<file path="src/rtl/aec_pkg.sv">
// Shared types and helpers for the streaming infix evaluator.
// The package holds character codes, operator, error and state encodings.
package aec_pkg;

   localparam logic [7:0] CH_PLUS  = 8'h2b;
   localparam logic [7:0] CH_MINUS = 8'h2d;
   localparam logic [7:0] CH_STAR  = 8'h2a;
   localparam logic [7:0] CH_LPAR  = 8'h28;
   localparam logic [7:0] CH_RPAR  = 8'h29;
   localparam logic [7:0] CH_EQ    = 8'h3d;

   typedef enum logic [1:0] {OP_ADD, OP_SUB, OP_MUL, OP_LPAR} op_e;
   typedef enum logic [1:0] {ERR_OVERFLOW, ERR_BAD_CHAR, ERR_PAREN, ERR_SYNTAX} err_e;
   typedef enum logic [2:0] {IDLE, ACCEPT, REDUCE, FINAL, DRAIN, DONE} state_e;

   function automatic logic prec(op_e op);
      return (op == OP_MUL);
   endfunction

   function automatic logic is_hex(logic [7:0] c);
      return (c >= 8'h30 && c <= 8'h39) || (c >= 8'h61 && c <= 8'h66);
   endfunction

   // 'a'..'f' have low nibble 1..6, so adding 9 maps them to 10..15.
   function automatic logic [3:0] hex_val(logic [7:0] c);
      if (c <= 8'h39) return c[3:0];
      else            return c[3:0] + 4'd9;
   endfunction

endpackage

</file>
<file path="src/rtl/aec_lifo.sv">
// Stack with push, pop, replace-top and a combined pop-and-replace used to
// collapse two operands into one result in a single cycle.
module aec_lifo #(
   parameter int W     = 8,
   parameter int DEPTH = 16,
   localparam int CW   = $clog2(DEPTH + 1)
) (
   input  logic          clk,
   input  logic          rst,
   input  logic          clear,
   input  logic          push,
   input  logic          pop,
   input  logic          wr_top,
   input  logic [W-1:0]  din,
   output logic [W-1:0]  top,
   output logic [W-1:0]  top2,
   output logic [CW-1:0] count,
   output logic          full,
   output logic          empty
);

   localparam int AW = (DEPTH > 1) ? $clog2(DEPTH) : 1;

   logic [W-1:0]  mem [DEPTH];
   logic [CW-1:0] cnt;
   logic          we;
   logic [AW-1:0] waddr;

   assign count = cnt;
   assign full  = (cnt == CW'(DEPTH));
   assign empty = (cnt == '0);
   assign top   = empty ? '0 : mem[AW'(cnt - CW'(1))];
   assign top2  = (cnt >= CW'(2)) ? mem[AW'(cnt - CW'(2))] : '0;

   // NOTE: every variable gets a default before the branches so no latch is inferred.
   always_comb begin
      we    = 1'b0;
      waddr = '0;
      if (push && !full) begin
         we    = 1'b1;
         waddr = AW'(cnt);
      end else if (pop && wr_top && cnt >= CW'(2)) begin
         we    = 1'b1;
         waddr = AW'(cnt - CW'(2));
      end else if (wr_top && !pop && !empty) begin
         we    = 1'b1;
         waddr = AW'(cnt - CW'(1));
      end
   end

   // NOTE: non-blocking assignments so every register samples pre-edge values.
   always_ff @(posedge clk) begin
      if (rst || clear)        cnt <= '0;
      else if (push && !full)  cnt <= cnt + CW'(1);
      else if (pop && !empty)  cnt <= cnt - CW'(1);
   end

   // NOTE: storage is not reset; the count alone decides which entries are live.
   always_ff @(posedge clk) begin
      if (we) mem[waddr] <= din;
   end

endmodule

</file>
<file path="src/rtl/aec_stream_eval.sv">
// Streaming shunting-yard evaluator: one ASCII char per handshake, two stacks,
// result (or error code) presented with valid/ready after '='.
module aec_stream_eval
   import aec_pkg::*;
#(
   parameter int DATA_W      = 16,
   parameter int DEPTH       = 16,
   parameter bit MULTI_DIGIT = 1
) (
   input  logic              clk,
   input  logic              rst,
   input  logic              in_valid,
   output logic              in_ready,
   input  logic [7:0]        in_data,
   output logic              out_valid,
   input  logic              out_ready,
   output logic [DATA_W-1:0] result,
   output logic              out_err,
   output logic [1:0]        err_code
);

   localparam int CW = $clog2(DEPTH + 1);

   state_e state, state_nxt;
   logic   prev_digit, digit_nxt;
   op_e    pend_op, pend_op_nxt;
   logic   pend_rpar, pend_rpar_nxt;
   logic   err_valid, err_set;
   err_e   err_q, err_new;
   logic   fire, is_op_ch, do_reduce, reduce_ch, reduce_pend;
   op_e    ch_op;

   logic              clear, op_push, op_pop, op_full, op_empty;
   op_e               op_din, op_top;
   logic [1:0]        op_top_raw, op_top2_unused;
   logic [CW-1:0]     op_count_unused;
   logic              val_push, val_pop, val_wr, val_full, val_empty_unused;
   logic [DATA_W-1:0] val_din, val_top, val_top2, red_val;
   logic [CW-1:0]     val_count;

   aec_lifo #(.W(2), .DEPTH(DEPTH)) u_op_stack (
      .clk(clk), .rst(rst), .clear(clear), .push(op_push), .pop(op_pop), .wr_top(1'b0),
      .din(op_din), .top(op_top_raw), .top2(op_top2_unused), .count(op_count_unused),
      .full(op_full), .empty(op_empty)
   );

   aec_lifo #(.W(DATA_W), .DEPTH(DEPTH)) u_val_stack (
      .clk(clk), .rst(rst), .clear(clear), .push(val_push), .pop(val_pop), .wr_top(val_wr),
      .din(val_din), .top(val_top), .top2(val_top2), .count(val_count),
      .full(val_full), .empty(val_empty_unused)
   );

   assign op_top    = op_e'(op_top_raw);
   assign in_ready  = !rst && (state == ACCEPT || state == DRAIN);
   assign fire      = in_valid && in_ready;
   assign out_valid = (state == DONE);
   assign out_err   = out_valid && err_valid;
   assign err_code  = out_err ? 2'(err_q) : 2'b00;
   assign result    = (out_valid && !err_valid) ? val_top : '0;

   always_comb begin
      is_op_ch = 1'b1;
      ch_op    = OP_ADD;
      case (in_data)
         CH_PLUS:  ch_op = OP_ADD;
         CH_MINUS: ch_op = OP_SUB;
         CH_STAR:  ch_op = OP_MUL;
         default:  is_op_ch = 1'b0;
      endcase
   end

   always_comb begin
      case (op_top)
         OP_ADD:  red_val = val_top2 + val_top;
         OP_SUB:  red_val = val_top2 - val_top;
         default: red_val = val_top2 * val_top;
      endcase
   end

   assign reduce_ch   = !op_empty && op_top != OP_LPAR && (prec(op_top) >= prec(ch_op));
   assign reduce_pend = !op_empty && op_top != OP_LPAR && (prec(op_top) >= prec(pend_op));

   always_comb begin
      state_nxt     = state;
      digit_nxt     = prev_digit;
      pend_op_nxt   = pend_op;
      pend_rpar_nxt = pend_rpar;
      clear         = 1'b0;
      op_push       = 1'b0;
      op_pop        = 1'b0;
      op_din        = OP_LPAR;
      val_push      = 1'b0;
      val_pop       = 1'b0;
      val_wr        = 1'b0;
      val_din       = '0;
      err_set       = 1'b0;
      err_new       = ERR_OVERFLOW;
      do_reduce     = 1'b0;

      case (state)
         IDLE: begin
            clear         = 1'b1;
            digit_nxt     = 1'b0;
            pend_rpar_nxt = 1'b0;
            state_nxt     = ACCEPT;
         end
         ACCEPT: if (fire) begin
            digit_nxt = 1'b0;
            if (is_hex(in_data)) begin
               digit_nxt = 1'b1;
               if (prev_digit && MULTI_DIGIT) begin
                  val_wr  = 1'b1;
                  val_din = (val_top << 4) | DATA_W'(hex_val(in_data));
               end else if (prev_digit) begin
                  err_set = 1'b1;
                  err_new = ERR_SYNTAX;
               end else if (val_full) begin
                  err_set = 1'b1;
               end else begin
                  val_push = 1'b1;
                  val_din  = DATA_W'(hex_val(in_data));
               end
            end else if (is_op_ch) begin
               pend_op_nxt   = ch_op;
               pend_rpar_nxt = 1'b0;
               if (reduce_ch)    state_nxt = REDUCE;
               else if (op_full) err_set = 1'b1;
               else begin
                  op_push = 1'b1;
                  op_din  = ch_op;
               end
            end else if (in_data == CH_LPAR) begin
               if (op_full) err_set = 1'b1;
               else         op_push = 1'b1;
            end else if (in_data == CH_RPAR) begin
               if (op_empty) begin
                  err_set = 1'b1;
                  err_new = ERR_PAREN;
               end else begin
                  pend_rpar_nxt = 1'b1;
                  state_nxt     = REDUCE;
               end
            end else if (in_data == CH_EQ) begin
               state_nxt = FINAL;
            end else begin
               err_set = 1'b1;
               err_new = ERR_BAD_CHAR;
            end
         end
         REDUCE: begin
            if (pend_rpar) begin
               if (op_empty) begin
                  err_set = 1'b1;
                  err_new = ERR_PAREN;
               end else if (op_top == OP_LPAR) begin
                  op_pop        = 1'b1;
                  pend_rpar_nxt = 1'b0;
                  state_nxt     = ACCEPT;
               end else do_reduce = 1'b1;
            end else if (reduce_pend) begin
               do_reduce = 1'b1;
            end else if (op_full) begin
               err_set = 1'b1;
            end else begin
               op_push   = 1'b1;
               op_din    = pend_op;
               state_nxt = ACCEPT;
            end
         end
         FINAL: begin
            if (op_empty) begin
               state_nxt = DONE;
               if (val_count != CW'(1)) begin
                  err_set = 1'b1;
                  err_new = ERR_SYNTAX;
               end
            end else if (op_top == OP_LPAR) begin
               err_set = 1'b1;
               err_new = ERR_PAREN;
            end else do_reduce = 1'b1;
         end
         DRAIN: if (fire && in_data == CH_EQ) state_nxt = DONE;
         DONE:  if (out_ready) state_nxt = IDLE;
         default: state_nxt = IDLE;
      endcase

      // One reduction collapses top two values into one, so the value stack never grows here.
      if (do_reduce) begin
         if (val_count < CW'(2)) begin
            err_set = 1'b1;
            err_new = ERR_SYNTAX;
         end else begin
            op_pop  = 1'b1;
            val_pop = 1'b1;
            val_wr  = 1'b1;
            val_din = red_val;
         end
      end

      if (err_set) state_nxt = (state == FINAL) ? DONE : DRAIN;
   end

   always_ff @(posedge clk) begin
      if (rst) begin
         state      <= IDLE;
         prev_digit <= 1'b0;
         pend_op    <= OP_ADD;
         pend_rpar  <= 1'b0;
         err_valid  <= 1'b0;
         err_q      <= ERR_OVERFLOW;
      end else begin
         state      <= state_nxt;
         prev_digit <= digit_nxt;
         pend_op    <= pend_op_nxt;
         pend_rpar  <= pend_rpar_nxt;
         if (state == IDLE) begin
            err_valid <= 1'b0;
         end else if (err_set && !err_valid) begin
            err_valid <= 1'b1;
            err_q     <= err_new;
         end
      end
   end

endmodule

</file>
<file path="config.mk">
export PLATFORM = sky130hd
export DESIGN_NAME = aec_stream_eval
export DESIGN_NICKNAME = d
export VERILOG_FILES = /design/src/rtl/aec_pkg.sv /design/src/rtl/aec_lifo.sv /design/src/rtl/aec_stream_eval.sv
export SDC_FILE = /design/constraint.sdc
export NUM_CORES = 1
export LEC_CHECK = 0
export ABC_AREA = 1
export CORE_UTILIZATION = 45
export CTS_BUF_LIST = sky130_fd_sc_hd__clkbuf_4
export DETAILED_ROUTE_END_ITERATION = 12
export PLACE_DENSITY = 0.67
export SYNTH_ARGS = -nofsm -noshare
export SYNTH_HDL_FRONTEND = slang
export SYNTH_HIERARCHICAL = 1
export SYNTH_SLANG_ARGS = --single-unit
export TNS_END_PERCENT = 5
</file>
<file path="constraint.sdc">
create_clock -name clk -period 10.45 [get_ports clk]
set_input_delay 1.045 -clock clk [delete_from_list [all_inputs] [get_ports clk]]
set_output_delay 1.045 -clock clk [all_outputs]
set_load 0.02 [all_outputs]
</file>
# --- Word-level counts from Yosys, hierarchy flattened ---
# Memories as Yosys holds them, arrays and structs flattened.
# Cells that the tools add are included.
# Widths: inputs -> output; s select.
totals:
  ff_bits: 20
  latchBits: 0
  mem_bits_rw: 288
  rom_bits: 0
  input_bits: 12
  output_inout_bits: 21
  n_memories: 2
memory_table:
  columns: ["memory", "words", "width", "rd", "rd_ports_with_merged_regs", "wr", "line", "text"]
  rows:
  - ["u_val_stack.mem", 16, 16, 2, 0, 1, "aec_lifo.sv:24", "logic [W-1:0] mem [DEPTH];"]
  - ["u_op_stack.mem", 16, 2, 1, 0, 1, "aec_lifo.sv:24", null]
classes:
  addsub: 8
  multipliers: 1
  div: 0
  n_lt_le_gt_ge: 8
  n_eq_ne: 38
  shift: 0
  muxes: 142
  n_bitwise: 3
  reduce_logical: 44
op_table:
  columns: ["operator", "count"]
  rows:
  - ["$mux 16", 9]
  - ["$mux 1", 70]
  - ["$mux 3", 17]
  - ["$eq 8x6->1 const B", 6]
  - ["$mux 2", 22]
  - ["$mux 4", 10]
  - ["$pmux 16 s2", 1]
  - ["$ne 4x4->1 const B", 6]
  - ["$mux 5", 4]
  - ["$logic_and 1x1->1", 19]
  - ["$pmux 3 s6", 1]
  - ["$add 16x16->16", 1]
  - ["$mul 16x16->16", 1]
  - ["$or 16x4->16", 1]
  - ["$sub 16x16->16", 1]
  - ["$reduce_and 13->1", 1]
  - ["$ne 3x3->1 const B", 4]
  - ["$add 5x1->5 const B", 2]
  - ["$eq 5x5->1 const B", 2]
  - ["$logic_not 5->1", 2]
  - ["$sub 5x1->5 const B", 2]
  - ["$ne 3x2->1 const B", 3]
  - ["$eq 2x2->1 const B", 4]
  - ["$ge 8x6->1 const B", 1]
  - ["33 further kinds", 54]

# --- Longest topological paths before layout ---
# Gate-level depths: netlist of the first run.
# An unclocked memory read counts as a cell.
depth:
  ltp_word: 18
  mapped_depth: 44

# --- Hierarchy ---
# Netlist of the first run, hierarchy kept.
modules_own_cells:
  columns: ["mod", "n_inst", "cells_each", "area_per_inst_um2", "seq_area_each_um2"]
  rows:
  - ["aec_lifo at u_val_stack", 1, 1492, 13447.9, 7787.5]
  - ["aec_stream_eval", 1, 1133, 7069.3, 200.2]
  - ["aec_lifo at u_op_stack", 1, 300, 2384.8, 1061.0]

# --- Worst setup path before layout of the first run ---
# Ideal clock, no wire load.
synth_path:
  path_type: "flip-flop to flip-flop"
  from: "reg u_val_stack.cnt[0], in the netlist u_val_stack/count[0]"
  to: "mem u_val_stack/mem[0][15] in the netlist's numbering, data pin"
  setup_ns: 0.320
  t_arrival_ns: 7.131
  slack_ns: 2.999
  stages_incl_launch_ff: 40
  path_buffers: 6
  period_less_slack_ns: 7.451
  cell_sequence: "dfxtp_1 > inv_1 > buf_2 > buf_2 > buf_2 > ha_1 > buf_2 > inv_2 > clkbuf_1 > a21oi_1 > o21ai_0 > nand3_1 > nand3_1 > nand2_1 > nor2_1 > clkbuf_1 > nand2_1 > fa_1 > [4 not listed] > fa_1 > inv_1 > fa_1 > inv_1 > ha_1 > nand2_1 > nor3_1 > nand3_1 > nand3_1 > nand2_1 > nand2_1 > a21oi_1 > inv_1 > nand2_1 > nand3_1 > nand2_1 > nand2_1 > nand2_1"
synth_rtl:
  columns: ["element", "line", "text"]
  rows:
  - ["start: declaration", "aec_lifo.sv:25", "logic [CW-1:0] cnt;"]
  - ["start signal: assignment", "aec_lifo.sv:54", "else if (push && !full) cnt <= cnt + CW'(1);"]
  - ["start signal: assignment", "aec_lifo.sv:55", "else if (pop && !empty) cnt <= cnt - CW'(1);"]
  - ["$sub 5x1->5", "aec_lifo.sv:32", "assign top = empty ? '0 : mem[AW'(cnt - CW'(1))];"]
  - ["$mem_v2 16x16", null, null]
  - ["$mux 16 *", "aec_lifo.sv:32", null]
  - ["via val_top[2]", "aec_stream_eval.sv:38", "logic [DATA_W-1:0] val_din, val_top, val_top2, red_val;"]
  - ["$mul 16x16->16, or another cell as far along", "aec_stream_eval.sv:76", "default: red_val = val_top2 * val_top;"]
  - ["$pmux 16 s2 *", "aec_stream_eval.sv:73", "case (op_top)"]
  - ["$mux 16 *", "aec_stream_eval.sv:189", "if (val_count < CW'(2)) begin"]
  - ["$mux 16 *", "aec_stream_eval.sv:188", "if (do_reduce) begin"]
  - ["via val_din[15]", "aec_stream_eval.sv:38", null]
  - ["end: declaration", "aec_lifo.sv:24", null]
# Mark *: on every way through the listed nets, which the timed path passes. The rest lies on a longest branch.

# --- Worst setup path in the final report of the first run ---
layout_path:
  from: "reg u_val_stack.cnt[0], in the netlist u_val_stack/count[0]"
  to: "mem u_val_stack/mem[12][13] in the netlist's numbering, data pin"
layout_rtl:
  columns: ["element", "line", "text"]
  rows:
  - ["$sub 4x2->4", "aec_lifo.sv:33", "assign top2 = (cnt >= CW'(2)) ? mem[AW'(cnt - CW'(2))] : '0;"]
  - ["$mem_v2 16x16", null, null]
  - ["$mux 16 *", "aec_lifo.sv:33", null]
  - ["via val_top2[7]", "aec_stream_eval.sv:38", null]
  - ["$mul 16x16->16, or another cell as far along", "aec_stream_eval.sv:76", null]
  - ["$pmux 16 s2 *", "aec_stream_eval.sv:73", null]
  - ["$mux 16 *", "aec_stream_eval.sv:189", null]
  - ["$mux 16 *", "aec_stream_eval.sv:188", null]
  - ["via val_din[13]", "aec_stream_eval.sv:38", null]
# Marks and branches as above.

==> impl_metrics.py, run 1 <==
metrics = {
    "global_route": {
        "first_global_vias": 19300,
        "grt_remaining_overflow": 0,
        "grt_util_met3_pct": 4.42,
        "grt_first_pass_wirelength_um": 104000,
        "top_usage_layer": "met2",
        "met1_usage_pct": 34.5,
        "grt_max_degree": 118,
        "antenna_found_initial": 2,
        "grtUsageTotal_pct": 26.3,
        "grtUsageMet2_pct": 43.2,
    },
    "clock_network": {
        "cts_htree_levels": 3,
        "clock_path_buffers": 3,
        "cts_sinks": 308,
        "cts_resized": 0,
        "cts_setup_buffers": 0,
        "cts_tree": "done",
        "clk_latency_ns": 0.85,
        "clock-root-buffer": "clkbuf_4",
        "postCtsHoldBufs": 0,
        "clkSlewWorstSetupHoldPaths_ns": 0.07,
        "cts_buffers": 86,
    },
    "sta": {
        "fmax_mhz": 111,
        "fin_setup_tns_ns": 0,
        "final_max_slew_viol_count": 0,
        "rsz0062_at_grt": "false",
        "fin_crit_sh_pct": 86.5,
        "holdWs_ns": 0.498,
        "tightest_slew_ns": 1.37,
        "skew_ns": 0.0801,
        "setup_viol": 0,
        "hold_viol": 0,
        "min_period_ns": 9.04,
        "slew_headroom_pct": 8.27,
    },
    "drt": {
        "via_count": 20000,
        "viasPerCell": 5.49,
        "ant_nets": 0,
        "wire_per_inst_um": 18.3,
        "drc": 0,
        "first_iter_violations": 1946,
        "wl_um": 66400,
        "first_pass_iters": 6,
    },
    "power_and_ir_drop": {
        "leakagePower_nw": 10.9,
        "p_per_area_mw_per_mm2": 115,
        "vdd_drop_max_mv": 0.104,
    },
    "floorplanning": {
        "fp.dieH_um": 226,
        "ios": 33,
        "rows": 81,
        "core_sq_mm": 0.0493,
        "die_area_sq_mm": 0.0512,
        "chipWidth_um": 226,
        "initial_core_util_pct": 46.0,
    },
    "setup_path": {
        "critPathMaxFanout": 99,
        "crit_required_ns": 10.89,
        "critical_path.startpoint_type": "flip-flop",
        "critPathCaptureType": "flip-flop",
        "cp_top_family": "adder cells",
        "critPathBufInv": 7,
        "worstPathArrival_ns": 9.48,
        "worst_path_max_delay_cell": "dfxtp_4",
        "cp_common_cell": "fa_1",
        "slowest_delay_ns": 0.80,
        "reg2reg_depth": 29,
        "path_class": "flip-flop to flip-flop",
        "cp.depth": 29,
    },
    "placed_design": {
        "detailed_place_hpwl_um": 45100,
        "routabilityCongestion": 0.937,
        "place_area_sq_mm": 0.0236,
        "io_buffers": 32,
    },
    "final_layout": {
        "layout.nets": 3088,
        "mostFrequentLayoutCell": "nand2_1",
        "stdcell_area_sq_mm": 0.0247,
        "drive_gt1_share_pct": 10.9,
        "areaGrowthSynthToFinish_pct": 9.09,
        "fin_util_pct": 50.2,
        "final_cell_mix": "nand2_1, inv_1, edfxtp_1, nand3_1, nor2_1",
    },
    "logic_synthesis": {
        "syn_inst": 2874,
        "avgSynthCellArea_sq_um": 7.88,
        "syn_area_sq_mm": 0.0226,
        "synth-warning-count": 6,
    },
    "worst_hold_path": {
        "worstHoldPathCells": 2,
        "holdCritPathClass": "flip-flop to flip-flop",
    },
    "run_status": {
        "status": "finished clean",
    },
    "flow_run": {
        "maxCapViolations": 0,
    },
}
[through the flow]
step                      instances  total power [mW]  setup slack [ns]
after global placement         3486              1.75              1.65
after CTS                      3632              2.86              1.47
after global routing           3635              2.99             0.660
after detailed placement       3486              1.75              1.44
final                          3635              2.84              1.41
after floorplan                2875              1.67              3.00
[metal layers]
layer / vias to the layer above / share of wire, %
met4: 0 / 3.0
met1: 9363 / 41
met3: 152 / 8.7
met5: - / 0
met2: 930 / 47
li1: 9512 / -
[layout make-up]
class / count / area, sq um
repair buffers: 99 / 823
multi-input cells: 1998 / 11300
diodes: 3 / 7.51
flip-flops and latches: 308 / 9060
clock inverters: 21 / 150
well taps: 664 / 831
inverters: 417 / 1570
clock buffers: 125 / 938
fillers: 4763 / 24500
[report_power, final]
| group | internal (mW) | switching (mW) | leakage [nW] |
|---|---|---|---|
| clock network | 0.594 | 0.515 | 0.639 |
| registers | 1.35 | 0.0166 | 2.49 |
| logic | 0.123 | 0.246 | 7.80 |
[flip-flops by register name, summed over array words and instances (netlist names)]
signal             flops
err_q                  2
err_valid              1
pend_op                2
pend_rpar              1
prev_digit             1
state                  3
u_op_stack/count       5
u_op_stack/mem        32
u_val_stack/count      5
u_val_stack/mem      256
[path summary, 6_finish.rpt]
| kind | from | slack [ns] | to |
|---|---|---|---|
| setup / recovery | u_val_stack/count[0]$_SDFFE_PP0P_ | 1.41 | u_val_stack/mem[12][13]$_DFFE_PP_ |
| hold / removal | err_q[0]$_SDFFE_PP0P_ | 0.50 | err_q[0]$_SDFFE_PP0P_ |
| setup reg to reg | u_val_stack/count[0]$_SDFFE_PP0P_ | 1.41 | u_val_stack/mem[12][13]$_DFFE_PP_ |
| hold reg to reg | err_q[0]$_SDFFE_PP0P_ | 0.50 | err_q[0]$_SDFFE_PP0P_ |
[worst register-to-register path, delay by kind of cell (launching register included)]
family	cells	cell delay, ns
AO/OA/AOI/OAI	5	1.30
buffers and inverters	7	1.94
flip-flops	1	0.80
AND/OR/NAND/NOR	10	1.46
adder cells (fa/ha/maj)	7	3.18
Note: power is estimated with default switching activity, not from simulation.
==> run 2, diff against run 1 <==
DONT_BUFFER_PORTS = 1   (was not set)
clock period = 9.55 ns   (was 10.45 ns; I/O delays follow)
==> impl_metrics.py, run 2 (synthesis gave the netlist of run 1 again) <==
metrics = {
    "placed_design": {
        "post-place-ws_ns": 0.998,
        "detailed_place_hpwl_um": 45400,
        "io_buffers": 0,
        "routabilityCongestion": 0.955,
        "place_area_sq_mm": 0.0233,
    },
    "clock_network": {
        "cts_setup_buffers": 0,
        "cts_sinks": 308,
        "cts_buffers": 81,
        "cts_tree": "done",
        "clkSlewWorstSetupHoldPaths_ns": 0.07,
        "clock-root-buffer": "clkbuf_4",
        "cts_htree_levels": 3,
        "postCtsHoldBufs": 0,
        "cts_resized": 0,
        "clk_latency_ns": 0.84,
        "clock_path_buffers": 3,
    },
    "drt": {
        "first_iter_violations": 1839,
        "viasPerCell": 5.51,
        "first_pass_iters": 8,
        "wl_um": 66600,
        "ant_nets": 0,
        "via_count": 19800,
        "wire_per_inst_um": 18.5,
        "drc": 0,
    },
    "run_status": {
        "status": "finished clean",
    },
    "global_route": {
        "grt_max_degree": 265,
        "antenna_found_initial": 2,
        "first_global_vias": 19300,
        "grtUsageTotal_pct": 26.4,
        "grt_remaining_overflow": 0,
        "grt_first_pass_wirelength_um": 104000,
    },
    "sta": {
        "setup_viol": 0,
        "tightest_slew_ns": 1.43,
        "fin_setup_tns_ns": 0,
        "slew_headroom_pct": 4.77,
        "worst_slack_ns": 0.846,
        "hold_viol": 0,
        "fin_crit_sh_pct": 91.1,
        "final_max_slew_viol_count": 0,
        "rsz0062_at_grt": "false",
        "skew_ns": 0.0924,
        "fmax_mhz": 115,
        "min_period_ns": 8.70,
    },
    "power_and_ir_drop": {
        "leakagePower_nw": 10.8,
        "vdd_drop_max_mv": 0.112,
        "p_per_area_mw_per_mm2": 126,
    },
    "setup_path": {
        "cp_common_cell": "fa_1",
        "timing.rr.end": "u_val_stack/mem[0][11]$_DFFE_PP_",
        "reg2reg_depth": 29,
        "critical_path.startpoint_type": "flip-flop",
        "r2r-start": "u_val_stack/count[1]$_SDFFE_PP0P_",
        "regToRegSetupSlack_ns": 0.85,
        "slowest_delay_ns": 0.81,
        "worstPathArrival_ns": 9.15,
        "critPathMaxFanout": 41,
        "path_class": "flip-flop to flip-flop",
        "crit_required_ns": 9.99,
        "critPathCaptureType": "flip-flop",
        "worst_path_max_delay_cell": "nor2_1",
        "critPathLaunch": "u_val_stack/count[1]$_SDFFE_PP0P_",
        "critPathCapture": "u_val_stack/mem[0][11]$_DFFE_PP_",
    },
    "final_layout": {
        "final_cell_mix": "nand2_1, inv_1, edfxtp_1, nand3_1, nor2_1",
        "stdcell_area_sq_mm": 0.0244,
        "top_regs": "u_val_stack/mem: 256 flops, u_op_stack/mem: 32 flops",
        "max_flop_register": "u_val_stack/mem",
        "largest_reg_flops": 256,
        "mostFrequentLayoutCell": "nand2_1",
        "fin_util_pct": 49.5,
        "layout.nets": 3052,
        "areaGrowthSynthToFinish_pct": 7.55,
        "drive_gt1_share_pct": 11.2,
    },
    "floorplanning": {
        "fp.dieH_um": 226,
        "rows": 81,
        "initial_core_util_pct": 46.0,
        "chipWidth_um": 226,
        "core_sq_mm": 0.0493,
        "ios": 33,
        "die_area_sq_mm": 0.0512,
    },
    "worst_hold_path": {
        "holdCritPathClass": "input port to flip-flop",
    },
    "flow_run": {
        "maxCapViolations": 0,
    },
}
## run 2: changes by cell type in the layout (fill, tap and decap cells not counted), moves of 2 or more
cell	change
nor2_1	-2
clkbuf_4	+2
clkdlybuf4s50_1	-32
nor2_2	+3
clkinv_1	-10
## run 2: worst max-delay path, delay by kind of cell (launching register included)
family,cells,cell delay [ns]
buffers and inverters,6,1.26
AOI/OAI and AO/OA,7,1.95
and+or+nand+nor,8,1.53
adders and majority gates,8,3.23
DFF,1,0.34
## run 2: how the worst min path moves through the flow
stage / startpoint / end / slack [ns] / cells past startpoint
after detailed placement: err_q[1]$_SDFFE_PP0P_ / err_q[1]$_SDFFE_PP0P_ / 0.48 / 2
after floorplan: err_q[0]$_SDFFE_PP0P_ / err_q[0]$_SDFFE_PP0P_ / 0.45 / 2
final: rst / prev_digit$_SDFFE_PP0P_ / 0.20 / 1
after global routing: rst / state[2]$_SDFFE_PP0P_ / 0.14 / 1
after CTS: rst / prev_digit$_SDFFE_PP0P_ / 0.13 / 1
after global placement: err_q[1]$_SDFFE_PP0P_ / err_q[1]$_SDFFE_PP0P_ / 0.47 / 2
## run 2: cell type report
cell class | count | area (sq um)
inverters | 417 | 1570
clock buffers | 127 | 953
diodes | 2 | 5.00
repair buffers | 68 | 523
flip-flops and latches | 308 | 9060
multi-input cells | 1998 | 11300
clock inverters | 11 | 90.1
well taps | 664 | 831
fillers | 4786 | 24900
## run 2: report_power, final
group	total (mW)	internal, mW	switching [mW]
Clock	1.18	0.628	0.551
Combinational	0.406	0.129	0.277
Sequential	1.49	1.47	0.0181
Total	3.08	2.23	0.846
## run 2: routing by layer
metal	up-vias	GRT usage [%]	wire length (um)
li1	9427	-	-
met1	9341	33.7	27000
met2	887	44.3	32200
met3	162	4.91	5410
met4	0	9.87	2010
met5	-	0	0
## run 2: per-stage QoR
step / hold slack [ns] / total power, mW / instances
2_1_floorplan: 0.453 / 1.83 / 2875
3_3_place_gp: 0.470 / 1.91 / 3455
3_5_place_dp: 0.480 / 1.92 / 3455
4_1_cts: 0.127 / 3.10 / 3593
5_1_grt: 0.139 / 3.21 / 3595
6_report: 0.202 / 3.08 / 3595
